===== config.mk =====
export PLATFORM = sky130hd
export DESIGN_NAME = pipeline_ctrl
export DESIGN_NICKNAME = d
export VERILOG_FILES = /design/src/rtl/cpu_pkg.sv /design/src/rtl/hazard_detect.sv /design/src/rtl/pipeline_ctrl.sv
export SDC_FILE = /design/constraint.sdc
export NUM_CORES = 1
export LEC_CHECK = 0
export BUFFER_PORTS_ARGS = -buffer_cell sky130_fd_sc_hd__buf_4
export CORE_UTILIZATION = 30
export DETAILED_ROUTE_END_ITERATION = 8
export HOLD_SLACK_MARGIN = 0.02
export PLACE_DENSITY = 0.66
export SYNTH_ARGS = -nofsm -noshare
export SYNTH_HDL_FRONTEND = slang
export SYNTH_SLANG_ARGS = --single-unit

===== constraint.sdc =====
create_clock -name clk_i -period 1.45 [get_ports clk_i]
set_input_delay 0.29 -clock clk_i [delete_from_list [all_inputs] [get_ports clk_i]]
set_output_delay 0.29 -clock clk_i [all_outputs]
set_load 0.01 [all_outputs]

===== src/rtl/cpu_pkg.sv =====
// Shared CPU pipeline definitions: controller FSM states, register-index width
// and the hazard priority encoding used by pipeline_ctrl.
package cpu_pkg;

   localparam int REG_ADDR_W = 5;

   typedef enum logic {
      RUN  = 1'b0,
      WAIT = 1'b1
   } pipe_ctrl_state_e;

   // Hazard priority, highest first: a cache freeze overrides a load-use stall,
   // which overrides a flush, which overrides normal issue.
   localparam int PRIO_CPU_STALL = 0;
   localparam int PRIO_LOAD_USE  = 1;
   localparam int PRIO_FLUSH     = 2;
   localparam int PRIO_NORMAL    = 3;

endpackage


===== src/rtl/hazard_detect.sv =====
// Combinational load-use comparator: flags an ID instruction that reads the
// destination of a load currently in EX (x0 never creates a hazard).
module hazard_detect
   import cpu_pkg::*;
#(
   parameter int REG_ADDR_W = cpu_pkg::REG_ADDR_W
) (
   input  logic                  ex_memread_i,
   input  logic [REG_ADDR_W-1:0] ex_rd_i,
   input  logic [REG_ADDR_W-1:0] id_rs1_i,
   input  logic [REG_ADDR_W-1:0] id_rs2_i,
   output logic                  lu_o
);

   assign lu_o = ex_memread_i & (ex_rd_i != '0) &
                 ((ex_rd_i == id_rs1_i) | (ex_rd_i == id_rs2_i));

endmodule


===== src/rtl/pipeline_ctrl.sv =====
// Hazard and stall sequencer for the five-stage pipeline: cache-miss freeze,
// load-use bubble, branch flush (held across a freeze) and miss watchdog.
// Define PIPE_CTRL_PERF_EN to build the stall/flush/bubble performance counters.
module pipeline_ctrl
   import cpu_pkg::*;
#(
   parameter int REG_ADDR_W   = cpu_pkg::REG_ADDR_W,
   parameter int CNT_W        = 32,
   parameter int MISS_TIMEOUT = 1023
) (
   input  logic                  clk_i,
   input  logic                  rst_i,
   input  logic [REG_ADDR_W-1:0] id_rs1_i,
   input  logic [REG_ADDR_W-1:0] id_rs2_i,
   input  logic                  ex_memread_i,
   input  logic [REG_ADDR_W-1:0] ex_rd_i,
   input  logic                  branch_taken_i,
   input  logic                  mem_req_i,
   input  logic                  mem_ack_i,
   output logic                  pc_write_o,
   output logic                  if_id_stall_o,
   output logic                  if_id_flush_o,
   output logic                  id_ex_bubble_o,
   output logic                  cpu_stall_o,
   output logic                  error_o,
   output logic [CNT_W-1:0]      stall_cnt_o,
   output logic [CNT_W-1:0]      flush_cnt_o,
   output logic [CNT_W-1:0]      bubble_cnt_o
);

   localparam int                WCNT_W   = (MISS_TIMEOUT > 0) ? $clog2(MISS_TIMEOUT + 1) : 1;
   localparam logic [WCNT_W-1:0] WCNT_MAX = WCNT_W'(MISS_TIMEOUT);

   pipe_ctrl_state_e  st_q, st_d;
   logic              flush_pend_q, flush_pend_d;
   logic [WCNT_W-1:0] wait_cnt_q, wait_cnt_d;
   logic              error_q, error_d;

   logic lu;
   logic cpu_stall, pc_write, if_id_stall, if_id_flush, id_ex_bubble;

   hazard_detect #(
      .REG_ADDR_W (REG_ADDR_W)
   ) u_hazard_detect (
      .ex_memread_i (ex_memread_i),
      .ex_rd_i      (ex_rd_i),
      .id_rs1_i     (id_rs1_i),
      .id_rs2_i     (id_rs2_i),
      .lu_o         (lu)
   );

   always_ff @(posedge clk_i) begin
      if (!rst_i) begin
         st_q         <= RUN;
         flush_pend_q <= 1'b0;
         wait_cnt_q   <= '0;
         error_q      <= 1'b0;
      end else begin
         st_q         <= st_d;
         flush_pend_q <= flush_pend_d;
         wait_cnt_q   <= wait_cnt_d;
         error_q      <= error_d;
      end
   end

   always_comb begin
      st_d         = st_q;
      flush_pend_d = flush_pend_q;
      wait_cnt_d   = wait_cnt_q;
      error_d      = error_q;
      cpu_stall    = 1'b0;
      pc_write     = 1'b1;
      if_id_stall  = 1'b0;
      if_id_flush  = 1'b0;
      id_ex_bubble = 1'b0;

      if (st_q == RUN) begin
         wait_cnt_d = '0;
         if (mem_req_i && !mem_ack_i) begin
            st_d      = WAIT;
            cpu_stall = 1'b1;
         end
      end else begin
         if (mem_ack_i) st_d = RUN;
         else           cpu_stall = 1'b1;
         if (wait_cnt_q != WCNT_MAX) wait_cnt_d = wait_cnt_q + WCNT_W'(1);
         if ((MISS_TIMEOUT != 0) && (wait_cnt_q == WCNT_MAX)) error_d = 1'b1;
      end

      // A branch that collides with a load-use hazard is dropped; ID re-resolves it.
      if (cpu_stall) begin
         pc_write = 1'b0;
         if (branch_taken_i && !lu) flush_pend_d = 1'b1;
      end else if (lu) begin
         pc_write     = 1'b0;
         if_id_stall  = 1'b1;
         id_ex_bubble = 1'b1;
      end else if ((branch_taken_i && !lu) || flush_pend_q) begin
         if_id_flush  = 1'b1;
         flush_pend_d = 1'b0;
      end
   end

   assign cpu_stall_o    = rst_i & cpu_stall;
   assign pc_write_o     = rst_i & pc_write;
   assign if_id_stall_o  = rst_i & if_id_stall;
   assign if_id_flush_o  = rst_i & if_id_flush;
   assign id_ex_bubble_o = rst_i & id_ex_bubble;
   assign error_o        = error_q;

`ifdef PIPE_CTRL_PERF_EN
   logic [CNT_W-1:0] stall_cnt_q, stall_cnt_d;
   logic [CNT_W-1:0] flush_cnt_q, flush_cnt_d;
   logic [CNT_W-1:0] bubble_cnt_q, bubble_cnt_d;

   function automatic logic [CNT_W-1:0] sat_inc(input logic [CNT_W-1:0] cnt, input logic en);
      if (en && (cnt != '1)) return cnt + CNT_W'(1);
      return cnt;
   endfunction

   always_comb begin
      stall_cnt_d  = sat_inc(stall_cnt_q, cpu_stall_o);
      flush_cnt_d  = sat_inc(flush_cnt_q, if_id_flush_o);
      bubble_cnt_d = sat_inc(bubble_cnt_q, id_ex_bubble_o);
   end

   always_ff @(posedge clk_i) begin
      if (!rst_i) begin
         stall_cnt_q  <= '0;
         flush_cnt_q  <= '0;
         bubble_cnt_q <= '0;
      end else begin
         stall_cnt_q  <= stall_cnt_d;
         flush_cnt_q  <= flush_cnt_d;
         bubble_cnt_q <= bubble_cnt_d;
      end
   end

   assign stall_cnt_o  = stall_cnt_q;
   assign flush_cnt_o  = flush_cnt_q;
   assign bubble_cnt_o = bubble_cnt_q;
`else
   assign stall_cnt_o  = '0;
   assign flush_cnt_o  = '0;
   assign bubble_cnt_o = '0;
`endif

endmodule


==> metrics <==
result of the run=finished with violations; violations in the final reports=setup timing; sequential cell area=260 um^2; core footprint=4720 um^2; number of distinct library cell variants in the gate-level netlist after synthesis=31; dominant combinational cell family by area after synthesis=buffers and inverters; basic-gate share of the synthesized area counting and, or, nand and nor cells=16.1%; post-synthesis cell count=186; number of max-slew violations in the final report=0; cell row count=25; startpoint of the worst register-to-register path=wait_cnt_q[1]; mean routed wirelength per cell=7.78 um; starting DRC count in detailed routing=15; maximum fanout count along the critical path=3; Most used DFF post-synth=dfxtp_1; Pwr per Cell Area=603 nW/um^2; number of warning messages in the yosys log=0; number of clock buffers inserted by TritonCTS=3; # DRC=0; Compound-Gate Fraction of Synth Area=7.31%; antenna violations before repair=0; met1 layer usage reported by global route=8.71%; Multi-input gate area=896 um^2; source-to-sink clock delay at the later pin of the worst-skew pair=0.24 ns; final critical-path share of the clock period=120%; vias in the first global route=837; vertical die dimension=72.0 um; setup clock skew after layout=0.00281 ns; NumNets Final=250; Post-Synthesis Cell Area=1470 um^2; Tightest Hold Check Type=in2reg; highest ir drop seen on vdd=0.316 mV; layer carrying the most global-route usage=met2; Cells after DPL=286; worst-case setup margin in the final layout=-0.296 ns; maximum operating frequency=0.573 GHz; area of the die=5190 um^2; count of filler cells inserted in the layout=483; count of TritonRoute iterations in the first routing pass=4; post-detailed-placement half-perimeter wirelength=1.77 mm; total via count after detailed routing=1,032; critical path capture point=id_ex_bubble_o; portion of the post-synthesis area used by sequential elements=17.7%; core occupancy in the finished layout=33.7%; H-tree levels=1; worst setup slack for register-to-register paths=0.08 ns; CTS Hold Buffers Added=0; Leakage=0.815 nW; number of antenna repair diodes=0; fraction of layout instances using a drive strength above 1=26.0%; EDFF count, synth=0; launching element type of the critical path=input port; Reg2Reg Capture Point=wait_cnt_q[0]; largest net degree at the start of global routing=10; Max clock buf depth=2; master cell of the clock root buffer=clkbuf_8; number of I/O pins=123; Avg Cell Area, Syn=7.91 um^2; final total power=0.000960 W; M3 GR Usage=1.53%; required time at the endpoint of the critical path=1.16 ns; worst min-delay path startpoint=rst_i; count of state elements after synthesis=13; Num Clock Sinks=13; vias per cell=3.51; highest-count cells in the layout ignoring fill and taps=conb_1 (96), buf_4 (36), nor2_1 (13), dfxtp_1 (13), xor2_1 (10); final global-route overflow total=0; count of buffers from port buffering=26; unrepaired setup endpoints after global routing=true; clock tree from TritonCTS=built; FFs w/ async S/R, synth=0%; mux share of post-synthesis cell area=0%; Initial Util=31.2%; adder-cell share of the synthesized area=0.850%; Area growth syn-to-layout=8.25%; type of element capturing the critical path=output port; global placer's final weighted congestion=0.732; Tot GR Track Use=8.55%; data arrival time at the worst-slack endpoint=1.46 ns; final standard cell count with taps included and fillers excluded=294; classification of the worst setup path=in2out; wire length after detailed routing=2.29 mm; Final min period=1.75 ns; number of cells traversed by the worst register-to-register path=5; clock-pin slew on the worst setup and hold paths=0.05 ns; max-capacitance violation count=0; met2 Track Usage GR=15.3%; count of final hold-check violations=0; most common library cell in the layout ignoring fill and taps=conb_1; parity-gate share of the synthesized area counting xor and xnor cells=8.33%; global-route wire length before repair=3.48 mm; count of final setup violators=5; count of nets left with antenna violations after detail routing=0; launching instance or port of the critical path=ex_rd_i[4]; Die Wd=72.0 um
## cells in the mapped netlist, drive strengths merged (2+ instances only)
cell   number  area, um^2
dfxtp      13         260
xnor2       4        35.0
and2        2        12.5
nor2       16        60.1
a21oi       5        25.0
nand3       4        20.0
buf        97         728
xor2       10        87.6
a31oi       2        12.5
nor3        6        45.0
o21ai       4        23.8
nand2       6        22.5
or2         3        18.8
## worst min path at each step
stage | end | cells after the start
floorplan | st_q | 1
global placement | wait_cnt_q[6] | 1
detailed placement | wait_cnt_q[6] | 1
CTS | st_q | 2
global route | st_q | 2
finish | st_q | 2
## worst max-delay path, stage by stage
cell and delay [ns]:
buf_8 0.10, or4_4 0.55, o21ai_4 0.18, or2_4 0.15, nor2_2 0.04, buf_4 0.14
## power by group
part	total [W]	switching, W	leakage (nW)	internal, W
sequential	0.000364	0.00000269	0.105	0.000361
combinational	0.000273	0.000181	0.688	0.0000919
clock	0.000323	0.000129	0.0228	0.000194
total	0.000960	0.000313	0.815	0.000647
## layout make-up
cell class / instances / area share [%]
Tap cell: 67 / 5.26
Timing Repair Buffer: 39 / 19.3
Sequential cell: 13 / 16.3
Clock buffer: 4 / 2.83
Multi-Input combinational cell: 171 / 56.2
## kinds of logic after synthesis
| logic type | Yosys count |
|---|---|
| AO/OA/AOI/OAI | 15 |
| other | 1 |
| XOR/XNOR | 14 |
| flip-flops | 13 |
| adder cells (fa/ha/maj) | 1 |
| buffers and inverters | 97 |
| AND/OR/NAND/NOR | 45 |
## stage by stage
stage / worst slack (ns) / setup TNS [ns] / hold slack, ns / area, um^2
floorplan: -0.153 / -0.342 / 0.412 / 1840
global placement: -0.310 / -1.34 / 0.480 / 1460
detailed placement: -0.336 / -1.38 / 0.487 / 1460
CTS: -0.297 / -1.15 / 0.316 / 1550
global route: -0.333 / -1.44 / 0.336 / 1590
finish: -0.296 / -1.26 / 0.314 / 1590
## what timing repair did
action / 4_1_cts / 5_1_grt
endpoints found under the setup margin: 4 / 12
resized for setup: 5 / 8
pin swaps: 5 / 5
setup buffers: 3 / 1
## registers in the layout, summed over array words and instances, names as in the netlist
signal        flops
wait_cnt_q       10
flush_pend_q      1
st_q              1
error_o           1
## routing by layer
| metal | up-vias | share of wire, % |
|---|---|---|
| met5 | - | 0 |
| met4 | 0 | 2.6 |
| met3 | 9 | 7.3 |
| met2 | 74 | 54 |
| met1 | 457 | 36 |
| li1 | 492 | - |
(Power assumes the default switching activity.)
